**src/rtl/enc_pkg.sv**
```systemverilog
// Shared definitions for the 4-to-2 priority encoder with a 2-entry output buffer.
package enc_pkg;

  // {a,b} codes, identical to the select mapping of the 2x4 decoder
  localparam logic [1:0] ENC_IDX0 = 2'b00;
  localparam logic [1:0] ENC_IDX1 = 2'b01;
  localparam logic [1:0] ENC_IDX2 = 2'b10;
  localparam logic [1:0] ENC_IDX3 = 2'b11;

  localparam int IN_W    = 4;
  localparam int CODE_W  = 2;
  localparam int ENTRY_W = CODE_W + 2;

  typedef enum logic [1:0] {
    ST_EMPTY = 2'd0,
    ST_ONE   = 2'd1,
    ST_FULL  = 2'd2
  } occ_t;

  typedef struct packed {
    logic a;
    logic b;
    logic zero;
    logic multi;
  } entry_t;

  function automatic logic [2:0] ones4(input logic [IN_W-1:0] w);
    ones4 = {2'b00, w[0]} + {2'b00, w[1]} + {2'b00, w[2]} + {2'b00, w[3]};
  endfunction

endpackage

```
**src/rtl/enc4_prio.sv**
```systemverilog
// Combinational priority encoder: highest set bit wins; flags empty and multi-hot words.
module enc4_prio
  import enc_pkg::*;
(
  input  logic [3:0] in,
  output logic       a,
  output logic       b,
  output logic       zero,
  output logic       multi
);

  logic [3:0] top;
  logic [1:0] code;

  // top[i] is set when bit i is set and no higher bit is
  generate
    for (genvar gi = 0; gi < IN_W; gi++) begin : g_top
      assign top[gi] = in[gi] && !(|(in >> (gi + 1)));
    end
  endgenerate

  always_comb begin
    code = ENC_IDX0;
    if (top[3])      code = ENC_IDX3;
    else if (top[2]) code = ENC_IDX2;
    else if (top[1]) code = ENC_IDX1;
  end

  assign a     = code[1];
  assign b     = code[0];
  assign zero  = (in == 4'b0000);
  assign multi = (ones4(in) > 3'd1);

endmodule

```
**src/rtl/encoder4x2_buf.sv**
```systemverilog
// One-hot to 2-bit encoder with valid/ready handshake and a 2-entry FIFO output buffer.
module encoder4x2_buf
  import enc_pkg::*;
#(
  parameter int CW = 8
) (
  input  logic          clk,
  input  logic          rst,
  input  logic          en,
  input  logic [3:0]    in,
  input  logic          in_valid,
  output logic          in_ready,
  output logic          a,
  output logic          b,
  output logic          zero,
  output logic          multi,
  output logic          out_valid,
  input  logic          out_ready,
  output logic [CW-1:0] err_cnt
);

  logic    enc_a, enc_b, enc_zero, enc_multi;
  entry_t  enc_entry;
  occ_t    state_reg;
  entry_t  head_reg;
  entry_t  tail_reg;
  logic    live_reg;
  logic [CW-1:0] cnt_reg;
  logic    accept;
  logic    pop;

  enc4_prio u_prio (
    .in    (in),
    .a     (enc_a),
    .b     (enc_b),
    .zero  (enc_zero),
    .multi (enc_multi)
  );

  assign enc_entry = '{a: enc_a, b: enc_b, zero: enc_zero, multi: enc_multi};

  // live_reg keeps in_ready low until the first edge after reset is released
  assign in_ready  = en && live_reg && (state_reg != ST_FULL);
  assign out_valid = (state_reg != ST_EMPTY);
  assign accept    = in_valid && in_ready;
  assign pop       = out_valid && out_ready;

  // head_reg is held at zero whenever the buffer is empty, so outputs need no gating
  assign a       = head_reg.a;
  assign b       = head_reg.b;
  assign zero    = head_reg.zero;
  assign multi   = head_reg.multi;
  assign err_cnt = cnt_reg;

  always_ff @(posedge clk or posedge rst) begin
    if (rst) begin
      state_reg <= ST_EMPTY;
      head_reg  <= '0;
      tail_reg  <= '0;
      live_reg  <= 1'b0;
    end else begin
      live_reg <= 1'b1;
      unique case (state_reg)
        ST_EMPTY: begin
          if (accept) begin
            head_reg  <= enc_entry;
            state_reg <= ST_ONE;
          end
        end
        ST_ONE: begin
          if (accept && pop) begin
            head_reg <= enc_entry;
          end else if (accept) begin
            tail_reg  <= enc_entry;
            state_reg <= ST_FULL;
          end else if (pop) begin
            head_reg  <= '0;
            state_reg <= ST_EMPTY;
          end
        end
        ST_FULL: begin
          if (pop) begin
            head_reg  <= tail_reg;
            tail_reg  <= '0;
            state_reg <= ST_ONE;
          end
        end
        default: begin
          head_reg  <= '0;
          tail_reg  <= '0;
          state_reg <= ST_EMPTY;
        end
      endcase
    end
  end

  always_ff @(posedge clk or posedge rst) begin
    if (rst) begin
      cnt_reg <= '0;
    end else if (accept && (enc_entry.zero || enc_entry.multi) && (cnt_reg != {CW{1'b1}})) begin
      cnt_reg <= cnt_reg + 1'b1;
    end
  end

endmodule

```
**config.mk**
```make
export PLATFORM = sky130hd
export DESIGN_NAME = encoder4x2_buf
export DESIGN_NICKNAME = d
export VERILOG_FILES = /design/src/rtl/enc_pkg.sv /design/src/rtl/enc4_prio.sv /design/src/rtl/encoder4x2_buf.sv
export SDC_FILE = /design/constraint.sdc
export NUM_CORES = 1
export LEC_CHECK = 0
export BUFFER_PORTS_ARGS = -buffer_cell sky130_fd_sc_hd__buf_2
export CAP_MARGIN = 20
export CORE_MARGIN = 5
export CORE_UTILIZATION = 49
export CTS_BUF_LIST = sky130_fd_sc_hd__clkbuf_2
export DETAILED_ROUTE_END_ITERATION = 8
export PLACE_DENSITY = 0.76
export SLEW_MARGIN = 20
export SYNTH_ARGS = -nofsm -noshare
export SYNTH_HDL_FRONTEND = slang
export SYNTH_SLANG_ARGS = --single-unit
```
**constraint.sdc**
```tcl
create_clock -name clk -period 1.7 [get_ports clk]
set_clock_uncertainty 0.05 [all_clocks]
set_input_delay 0.34 -clock clk [delete_from_list [all_inputs] [get_ports clk]]
set_output_delay 0.34 -clock clk [all_outputs]
set_load 0.005 [all_outputs]
```
==> After elaboration in Yosys (flattened, before gate mapping) <==
Cells that the tools add are included.
{ "classes": {"magnitude_cmp": 1, "n_mux": 17, "n_addsub": 4, "reduce_logical": 19, "eq_ne": 11, "bitwise_logic": 1} }
{ "op_table": {"columns": ["op", "count"], "rows": [
  ["2-to-1 mux 4 bit", 6],
  ["one-hot mux 4 bit (3 select lines)", 2],
  ["2-to-1 mux 2 bit", 7],
  ["AND reduction 4 bit", 3],
  ["!= test 2 bit (second input constant)", 5],
  ["logical AND 1 bit", 9],
  ["!= test 3 bit (second input constant)", 3],
  ["adder 8 x 1 -> 8 bit (second input constant)", 1],
  ["!= test 8 bit (second input constant)", 1],
  ["adder 3 x 1 -> 3 bit", 2],
  ["one-hot mux 2 bit (3 select lines)", 1],
  ["logical NOT 4 bit", 1],
  ["greater-than comparator 3 x 1 -> 1 bit (second input constant)", 1],
  ["adder 1 x 1 -> 2 bit", 1],
  ["== test 2 x 1 -> 1 bit (second input constant)", 1],
  ["== test 2 bit (second input constant)", 1],
  ["logical NOT 1 bit", 2],
  ["logical NOT 2 bit", 1],
  ["nonzero test 2 bit", 1],
  ["OR reduction 2 bit", 1],
  ["logical OR 1 bit", 1],
  ["2-to-1 mux 1 bit", 1],
  ["NOT 1 bit", 1]
]} }
{ "totals": {"output_inout_bits": 14, "regBits": 19} }

==> Depth between registers and ports, before layout <==
Gate-level depths: netlist (run 1).
{ "depth": {"depth_word": 9, "ltp_mapped": 6} }

==> By module <==
From an unflattened synthesis (run 1), not the netlist that was laid out.
{ "unflattened": {"cells_unflattened": 109, "area_unflattened_um2": 1058.5} }
{ "by_module_without_submodules": {"columns": ["mod", "cells_per_inst", "area_each_um2", "seq_area_each_um2", "n_inst"], "rows": [
  ["encoder4x2_buf", 99, 977.2, 475.5, 1],
  ["enc4_prio", 10, 81.3, 0.0, 1]
]} }

==> Worst setup path before layout (run 1) <==
No wires, ideal clock.
{ "synth_path": {"path_kind": "input -> register", "start": "input port in[0]", "end": "register cnt_reg[1] (netlist: err_cnt[1])", "required_time_ns": 1.523, "path_stages": 6, "path_slack_ns": -0.328, "t_arrival_ns": 1.850, "cell_sequence": "inv_1 -> fa_1 -> nand2b_1 -> a311oi_4 -> nand2_2 -> mux2_1"} }
{ "synth_between": {"elab_chain_len": 7, "word_cells_on_any_way": 8, "cone_classes": "add/sub: 3; order compare: 1; reduce/logical: 4"} }
{ "synth_rtl": {"columns": ["element", "line_no", "source"], "rows": [
  ["from (decl)", "encoder4x2_buf.sv:10", "input logic [3:0] in,"],
  ["adder 1 x 1 -> 2 bit", "enc_pkg.sv:28", "ones4 = {2'b00, w[0]} + {2'b00, w[1]} + {2'b00, w[2]} + {2'b00, w[3]};"],
  ["adder 3 x 1 -> 3 bit (2 in series)", "enc_pkg.sv:28", null],
  ["greater-than comparator 3 x 1 -> 1 bit", "enc4_prio.sv:32", "assign multi = (ones4(in) > 3'd1);"],
  ["logical OR 1 bit *", "encoder4x2_buf.sv:100", "end else if (accept && (enc_entry.zero || enc_entry.multi) && (cnt_reg != {CW{1'b1}})) begin"],
  ["logical AND 1 bit * (2 in series)", "encoder4x2_buf.sv:100", null],
  ["to (signal assigned)", "encoder4x2_buf.sv:101", "cnt_reg <= cnt_reg + 1'b1;"],
  ["to (decl)", "encoder4x2_buf.sv:28", "logic [CW-1:0] cnt_reg;"]
]} }
Every way passes the cells marked *; elsewhere a longest branch is shown, timed or not.
A chain may end at the register's enable or synchronous reset.

==> Worst setup path after layout (run 1) <==
{ "layout_path": {"start": "input port in[1]", "end": "register cnt_reg[1] (netlist: err_cnt[1])"} }
Same word-level chain as after synthesis.

==> metrics.md, run 1 <==
| Metric | Value |
|---|---|
| Reg2reg path depth | 5 |
| Max clock buf depth | 2 |
| Root Buffer | clkbuf_2 |
| Starting DRT DRC Count | 7 |
| Post-layout min period | 1.67 ns |
| Max reg flops | 8 |
| Area growth syn-to-layout | 32.0% |
| Grt total ovfl | 0 |
| Synth area leader | dfrtp_1 |
| Final setup margin | 0.0305 ns |
| Wire length per cell | 14.1 um |
| Die Span Y | 55.1 um |
| Worst setup SP type | primary input |
| DRT Pass-1 Iters | 4 |
| Nets | 143 |
| Fill cell count | 164 |
| Post-synth EDFFs | 0 |
| Seq/Total Area, Yosys | 47.6% |
| Worst Path Max Fanout | 3 |
| Clock transition at path regs | 0.17 ns |
| Htree depth | 1 |
| Finished Layout Cells | 157 |
| Max Cap Viol | 0 |
| Worst Path Required | 1.86 ns |
| Initial antenna violation count | 0 |
| Routed Antenna Nets | 0 |
| R2r startpoint | state_reg[1]$_DFFE_PP0P_ |
| IO Count | 23 |
| DP Area | 0.00122 mm^2 |
| Core region area | 0.00196 mm^2 |
| Status | finished clean |
| Yosys reg bits | 19 |
| CP Data Arrival Time | 1.83 ns |
| CP Launch Point | in[1] |
| Num CTS Buffers | 3 |
| Cell count after synthesis | 91 |
| Net Count, Synth | 103 |
| Vias per cell | 5.35 |
| Count leader, synth | dfrtp_1 |
| Endpoints failing hold | 0 |
| Input/output buffers | 22 |
| Ys flop type | dfrtp_1 |
| Vias in the first global route | 788 |
| Sink Count | 19 |
| VDD IR max | 0.479 mV |
| # diodes | 0 |
| Setup Viol. Count Final | 0 |
| Area contributors post-synth | dfrtp_1, xnor2_1, a221o_1, o2bb2ai_1, a311oi_4 |
| Post-Syn Area | 998 um^2 |
| Initial Utilization | 50.9% |
| Die width | 55.1 um |
| Largest net degree at the start of global routing | 20 |
| DR DRC count | 0 |
| Cells after DPL | 147 |
| Die ar. | 0.00304 mm^2 |
| All-Layer GR Usage | 17.0% |
| Post-DP HPWL | 1.66 mm |
| Min Hold Slack | 0.270 ns |
| Pleak | 0.000640 uW |
| Number of core rows | 16 |
| Yosys warning total | 0 |
| R2r endpoint | err_cnt[1]$_DFFE_PP0P_ |
| Slew Limit Fails | 0 |
| Top cell type's share of synthesized area | 47.6% |
| First-pass GRT wire length | 3.64 mm |
| Avg Cell Area, Syn | 11.0 um^2 |
| Crit path kind | primary input to flip-flop |
| Post-route cell area | 0.00132 mm^2 |
| CTS tree | built |
| Commonest cells post-synth | dfrtp_1, xnor2_1, nor2_1 |
| Routability-driven placement congestion ratio | 0.796 |
| Fraction of layout cells with a size suffix above 1 | 40.0% |
| Crit path capture type | flip-flop |
| Post-synth cell types | 32 |
| Setup crit end | err_cnt[1]$_DFFE_PP0P_ |
| Hold Path Class | primary input to flip-flop |
| Routed vias | 840 |
| Fmax | 0.599 GHz |
| Final worst-path cycle share | 98.2% |
| Post-place setup slack | -0.357 ns |
| Routed WL | 2.21 mm |
| Async SR Flop Fraction | 100% |
| Power Dens Cells | 898 mW/mm^2 |
| Worst-Skew Late Latency | 0.30 ns |
| Worst hold start | out_ready |
| R2R Setup Slk | 0.12 ns |
[repair_timing]
item                                    in CTS  in global routing
setup buffers                                1                  4
hold buffers                                 1                  0
pin swaps                                    0                  3
gates resized for setup                      1                  9
endpoints found under the setup margin       3                  7
endpoints found under the hold margin       19                  0
[layout make-up]
class                      count  area (um^2)  area share, %
clock buffer                   4         20.0           1.52
inverter                       5         26.3           1.99
multi-input combinational     65          513           38.9
sequential                    19          475           36.1
tap                           27         33.8           2.56
timing repair buffer          37          249           18.9
[per-layer routing]
metal	share of wire [%]	track usage (%)	vias to the layer above
met2	48	26.8	18
met3	3.0	3.22	6
met1	47	23.2	403
li1	-	-	413
met5	0	0	-
met4	1.7	6.07	0
[power breakdown]
part	total (uW)	internal, uW	switching (uW)
Sequential	622	537	84.8
Combinational	363	205	158
Clock	198	62.3	136
[placed cells by master (no fill, tap or decap), types with 2 or more instances in the layout]
cell	Yosys	final
and2_1	2	2
o2bb2ai_1	4	4
and3_1	3	3
ha_1	2	2
buf_2	0	20
nand4_1	3	3
a2bb2oi_1	3	3
nand2_2	1	2
a221o_1	4	4
a21oi_1	5	5
and4_1	2	2
clkbuf_2	0	4
nor2_1	6	6
xnor2_1	7	7
nand3_1	5	5
inv_2	0	3
o22ai_1	2	2
buf_4	0	11
dfrtp_1	19	19
buf_6	0	5
[metrics by stage]
stage / util, % / power [uW] / setup TNS (ns)
floorplan: - / 818 / -0.707
global placement: 62.2 / 950 / -2.58
detailed placement: 62.2 / 967 / -3.02
CTS: 64.2 / 1170 / -0.00590
global route: 67.2 / 1270 / -0.000393
finish: 67.2 / 1180 / 0
[cells by family (layout without fill, tap and decap cells)]
group	after synthesis	in the layout	share of synthesized area (%)
buffers and inverters	7	46	2.63
flip-flops	19	19	47.6
AO/OA/AOI/OAI	22	22	18.7
multiplexers	2	2	2.13
AND/OR/NAND/NOR	30	30	17.9
adder cells (fa/ha/maj)	3	3	4.51
XOR/XNOR	7	7	6.14
other	1	1	0.376
[worst max-delay path, cell delays in order]
cell	delay [ns]
buf_6	0.07
inv_2	0.04
fa_1	0.47
nand2b_4	0.17
a311oi_4	0.33
nand2_2	0.11
mux2_4	0.30
[worst min path at each step]
stage,end,slack [ns],depth (start not counted)
5_1_grt,state_reg[1]$_DFFE_PP0P_,0.27,2
2_1_floorplan,a$_DFFE_PP0P_,0.24,1
4_1_cts,state_reg[1]$_DFFE_PP0P_,0.27,2
3_3_place_gp,a$_DFFE_PP0P_,0.32,3
6_report,state_reg[1]$_DFFE_PP0P_,0.27,2
3_5_place_dp,a$_DFFE_PP0P_,0.32,3
(Power assumes the default switching activity.)
==> run 2, diff against run 1 <==
--- a/config.mk
+++ b/config.mk
@@ -13,3 +13,3 @@
 export DETAILED_ROUTE_END_ITERATION = 8
-export PLACE_DENSITY = 0.76
+export PLACE_DENSITY = 0.86
 export SLEW_MARGIN = 20
==> constraint.sdc (replaced) <==
create_clock -name clk -period 1.7 [get_ports clk]
set_clock_uncertainty 0.05 [all_clocks]
set_input_delay 0 -clock clk [delete_from_list [all_inputs] [get_ports clk]]
set_output_delay 0 -clock clk [all_outputs]
set_load 0.005 [all_outputs]
==> metrics.md, run 2 (synthesis gave the netlist of run 1 again) <==
| Metric | Value |
|---|---|
| Initial antenna violation count | 0 |
| VDD IR max | 0.473 mV |
| Commonest non-fill, non-tap cells in the layout | buf_2, dfrtp_1, xnor2_1 |
| Delay-heaviest family, CP | flip-flops |
| Area growth syn-to-layout | 22.7% |
| Worst-Skew Late Latency | 0.31 ns |
| Root Buffer | clkbuf_2 |
| Layout Utilization | 62.4% |
| Crit path buf inv count | 1 |
| Input/output buffers | 22 |
| Slew Limit Fails | 0 |
| DP Area | 0.00117 mm^2 |
| Post-layout min period | 1.56 ns |
| Post-route cell area | 0.00122 mm^2 |
| Vias per cell | 5.49 |
| Number of core rows | 16 |
| Post-DP HPWL | 1.58 mm |
| First-pass GRT wire length | 3.35 mm |
| Grt total ovfl | 0 |
| CTS tree | built |
| Max stage delay cell, worst path | dfrtp_1 |
| Worst Path Max Fanout | 9 |
| Core region area | 0.00196 mm^2 |
| All-Layer GR Usage | 15.6% |
| Crit path kind | flip-flop to flip-flop |
| Fraction of layout cells with a size suffix above 1 | 29.3% |
| RSZ-0062 raised after global routing | no |
| Slowest stage delay, CP | 0.50 ns |
| Hold Path Class | primary input to flip-flop |
| Critical Path, Cell by Cell | and2b_4 > a311oi_4 > buf_4 > nand4_1 > xnor2_1 |
| Initial Utilization | 50.9% |
| Routed Antenna Nets | 0 |
| Worst slew pin tran | 0.681 ns |
| Pleak | 0.000586 uW |
| # diodes | 0 |
| Largest net degree at the start of global routing | 20 |
| Worst setup SP type | flip-flop |
| Clock transition at path regs | 0.19 ns |
| Htree depth | 1 |
| Max reg flops | 8 |
| Routed vias | 823 |
| Number of cells on the critical path | 5 |
| Max Cap Viol | 0 |
| Sink Count | 19 |
| Die width | 55.1 um |
| Max clock buf depth | 2 |
| Final worst-path cycle share | 91.5% |
| Fmax | 0.643 GHz |
| Relative slew margins | 54.6% |
| IO Count | 23 |
| Routability-driven placement congestion ratio | 0.812 |
| Min Hold Slack | 0.0247 ns |
| Wire length per cell | 13.3 um |
| Power Dens Cells | 921 mW/mm^2 |
| Endpoints failing hold | 0 |
| Reg2reg path depth | 5 |
| CP Data Arrival Time | 1.72 ns |
| Worst Path Required | 1.86 ns |
| DRT Pass-1 Iters | 4 |
| Status | finished clean |
| Fill cell count | 178 |
| Post-cts resize count | 0 |
| Num CTS Buffers | 3 |
| Hold Path Stages | 4 |
| Power consumption | 1130 uW |
| Routed WL | 2.00 mm |
| Crit path capture type | flip-flop |
| Die ar. | 0.00304 mm^2 |
| Commonest non-fill, non-tap cell in the layout | buf_2 |
| Setup Viol. Count Final | 0 |
| Die Span Y | 55.1 um |
| Nets | 136 |
| Starting DRT DRC Count | 18 |
| Vias in the first global route | 787 |
| DR DRC count | 0 |
-- run 2: cell types whose count changed in the layout (fill, tap and decap cells not counted), sizes merged --
cell,change
buf,-9
clkinvlp,+1
dlygate4sd3,+2
clkbuf,-1
-- run 2: worst paths after layout --
path / slack, ns / endpoint / start
min in group asynchronous: 0.25 / err_cnt[6]$_DFFE_PP0P_ / rst
hold reg to reg: 0.46 / err_cnt[6]$_DFFE_PP0P_ / err_cnt[6]$_DFFE_PP0P_
setup / recovery: 0.14 / err_cnt[7]$_DFFE_PP0P_ / state_reg[1]$_DFFE_PP0P_
max in group asynchronous: 0.91 / state_reg[1]$_DFFE_PP0P_ / rst
hold / removal: 0.02 / a$_DFFE_PP0P_ / in[2]
setup reg to reg: 0.14 / err_cnt[7]$_DFFE_PP0P_ / state_reg[1]$_DFFE_PP0P_
-- run 2: worst min-delay path, cell delays in order --
cell and delay, ns:
buf_2 0.11, nor2_1 0.06, nor2_1 0.09, a221o_1 0.11
-- run 2: what timing repair did --
action                                 in CTS  in global routing
buffers inserted                            0                  0
hold buffers                                3                  0
endpoints found under the hold margin      25                  0
-- run 2: layout make-up --
cell class                      count  area [um^2]  share of cell area (%)
Tap cell                           27         33.8                    2.76
Timing Repair Buffer               30          178                    14.5
Multi-Input combinational cell     65          497                    40.6
Inverter                            5         18.8                    1.53
Sequential cell                    19          475                    38.8
Clock buffer                        3         15.0                    1.23
Clock inverter                      1         7.51                   0.613
-- run 2: where the power goes --
group / leakage [uW] / switching, uW / internal [uW]
sequential: 0.000236 / 85.8 / 538
clock: 0.0000126 / 144 / 54.8
combinational: 0.000337 / 140 / 167
total: 0.000586 / 369 / 759
-- run 2: through the flow --
step	setup TNS, ns	setup WS, ns	cells
after detailed placement	-0.176	-0.0415	143
after global routing	0	0.0263	150
after CTS	0	0.142	150
after floorplan	0	0.0121	91
final	0	0.144	150
after global placement	-0.000852	-0.000852	143
-- run 2: routing by layer --
metal	up-vias	global-route usage (%)	share of wire (%)
met3	2	2.41	5.0
met5	-	0	0
met2	21	28.9	51
met4	0	6.07	1.0
li1	398	-	-
met1	402	17.7	43
==> run 3, diff against run 2 <==
- CORE_UTILIZATION: 49 -> 50
- CTS_CLUSTER_SIZE: default -> 12
- PLACE_DENSITY: 0.86 -> 0.87
- SYNTH_HIERARCHICAL: default -> 1
==> metrics.md, run 3 <==
| Metric | Value |
|---|---|
| TNS Setup | 0 ns |
| # diodes | 0 |
| Crit path kind | flip-flop to flip-flop |
| R2r startpoint | err_cnt[0]$_DFFE_PP0P_ |
| Top cell type's share of synthesized area | 44.9% |
| Commonest cells post-synth | dfrtp_1, nand2_1, inv_1, nor2_1, xor2_1 |
| Fraction of layout cells with a size suffix above 1 | 31.6% |
| Crit path capture type | flip-flop |
| Area growth syn-to-layout | 19.4% |
| Power Dens Cells | 933 mW/mm^2 |
| Status | finished clean |
| Vias in the first global route | 878 |
| Slew Limit Fails | 0 |
| Seq/Total Area, Yosys | 44.9% |
| Worst Path Required | 1.89 ns |
| DRT Pass-1 Iters | 4 |
| Routed WL | 2.21 mm |
| All-Layer GR Usage | 15.3% |
| CP Launch Point | err_cnt[0]$_DFFE_PP0P_ |
| Routed Antenna Nets | 0 |
| Count leader, synth | dfrtp_1 |
| Fill cell count | 162 |
| Starting DRT DRC Count | 19 |
| Input/output buffers | 22 |
| Post-DP HPWL | 1.70 mm |
| Cell count after synthesis | 109 |
| Sink Count | 19 |
| R2R Setup Slk | 0.08 ns |
| CTS tree | built |
| Commonest non-fill, non-tap cell in the layout | buf_2 |
| Initial Utilization | 53.4% |
| Root Buffer | clkbuf_2 |
| DR DRC count | 0 |
| Grt total ovfl | 0 |
| Htree depth | 1 |
| Post-synth EDFFs | 0 |
| Final worst-path cycle share | 95.4% |
| RSZ-0062 raised after global routing | no |
| Worst setup SP type | flip-flop |
| Routed vias | 909 |
| Core region area | 0.00198 mm^2 |
| Die Span Y | 56.0 um |
| Avg Cell Area, Syn | 9.71 um^2 |
| Max reg flops | 8 |
| Hold Path Class | primary input to flip-flop |
| DP Area | 0.00122 mm^2 |
| Commonest non-fill, non-tap cells in the layout | buf_2, dfrtp_1, nand2_1 |
| Worst slew pin tran | 0.699 ns |
| First-pass GRT wire length | 3.86 mm |
| Setup crit end | err_cnt[1]$_DFFE_PP0P_ |
| Wire length per cell | 13.5 um |
| Pleak | 0.000652 uW |
| Seq. cell area | 475 um^2 |
| Post-layout min period | 1.62 ns |
| Yosys reg bits | 19 |
| Max Cap Viol | 0 |
| Die ar. | 0.00314 mm^2 |
| Largest net degree at the start of global routing | 20 |
| Num CTS Buffers | 3 |
| Synth area leader | dfrtp_1 |
| Post-Syn Area | 0.00106 mm^2 |
| R2r endpoint | err_cnt[1]$_DFFE_PP0P_ |
| Initial antenna violation count | 0 |
| VDD IR max | 0.700 mV |
| Ys flop type | dfrtp_1 |
| Reg2reg path depth | 4 |
| Fmax | 0.617 GHz |
| Die width | 56.0 um |
| Net Count, Synth | 122 |
| Routability-driven placement congestion ratio | 0.815 |
| Multi-input logic area | 544 um^2 |
| CP Data Arrival Time | 1.82 ns |
| Vias per cell | 5.58 |
| Post-route cell area | 0.00126 mm^2 |
| Endpoints failing hold | 0 |
| IO Count | 23 |
| Clock transition at path regs | 0.20 ns |
| Worst Path Max Fanout | 8 |
| Yosys warning total | 6 |
| Number of core rows | 16 |
| Nets | 150 |
| Post-synth cell types | 39 |
| Setup Viol. Count Final | 0 |
| Max clock buf depth | 2 |
| Async SR Flop Fraction | 100% |
| Area contributors post-synth | dfrtp_1, xor2_1, ha_1, nand2_1, inv_1 |
| Worst-Skew Late Latency | 0.32 ns |
| Relative slew margins | 53.3% |
run 3: cell types whose count changed after synthesis, sizes merged, moves of 4 or more:
| cell | change |
|---|---|
| xor2 | +6 |
| xnor2 | -6 |
| buf | +4 |
| nand2 | +10 |
| o211ai | +4 |
| o2bb2ai | -4 |
run 3: kinds of logic (layout without fill, tap and decap cells):
family,Yosys count,count (layout),synth area share [%]
and+or+nand+nor,41,41,19.6
AOI/OAI and AO/OA,23,23,17.6
DFF,19,19,44.9
buffers and inverters,13,40,5.91
xor gates and xnor gates,7,7,5.79
adders and majority gates,4,4,4.73
other,1,1,0.354
muxes,1,1,1.06
run 3: routing by layer:
layer  vias up  part of all wire [%]  track usage (%)
li1        429                     -                -
met2        36                    50             25.9
met1       440                    42             18.5
met4         0                   1.9             6.78
met5         -                     0                0
met3         4                   5.8             3.25
run 3: layout make-up:
class | count | share of cell area [%]
clock inverter | 1 | 0.396
sequential | 19 | 37.6
inverter | 8 | 2.38
clock buffer | 3 | 1.19
tap | 27 | 2.67
timing repair buffer | 28 | 12.7
multi-input combinational | 77 | 43.1
run 3: worst min-delay path by stage:
| stage | endpoint | slack (ns) | startpoint | cells after the start |
|---|---|---|---|---|
| 3_3_place_gp | multi$_DFFE_PP0P_ | 0.09 | rst | 2 |
| 4_1_cts | b$_DFFE_PP0P_ | 0.07 | in[3] | 4 |
| 5_1_grt | tail_reg[2]$_DFFE_PP0P_ | 0.09 | in[2] | 4 |
| 6_report | b$_DFFE_PP0P_ | 0.07 | in[3] | 4 |
| 2_1_floorplan | a$_DFFE_PP0P_ | -0.1 | rst | 1 |
| 3_5_place_dp | state_reg[0]$_DFFE_PP0P_ | 0.09 | rst | 2 |
run 3: critical path: stages (launching register included):
cell       delay, ns
dfrtp_1         0.45
ha_1            0.23
nand3_1         0.14
o2111ai_4       0.33
mux2_4          0.33
run 3: report_power, final:
part	switching (uW)	internal, uW	total, uW	leakage [uW]
clock	154	53.3	208	0.0000164
sequential	88.2	534	622	0.000236
combinational	173	177	350	0.000399
run 3: per-stage QoR:
stage / utilization [%] / total power, uW / hold slack, ns / cells / setup WS [ns]
finish: 63.8 / 1180 / 0.0704 / 163 / 0.0782
detailed placement: 61.5 / 978 / 0.0935 / 157 / -0.166
CTS: 63.5 / 1180 / 0.0666 / 163 / 0.0905
floorplan: - / 834 / -0.0989 / 109 / 0.00625
global route: 63.8 / 1250 / 0.0920 / 163 / 0.00839
global placement: 61.5 / 953 / 0.0919 / 157 / -0.123
run 3: repair_timing:
action,in CTS,in global routing
endpoints found under the hold margin,24,0
hold buffers,2,0
buffers inserted,0,0
resized for setup,0,1
endpoints found under the setup margin,0,1
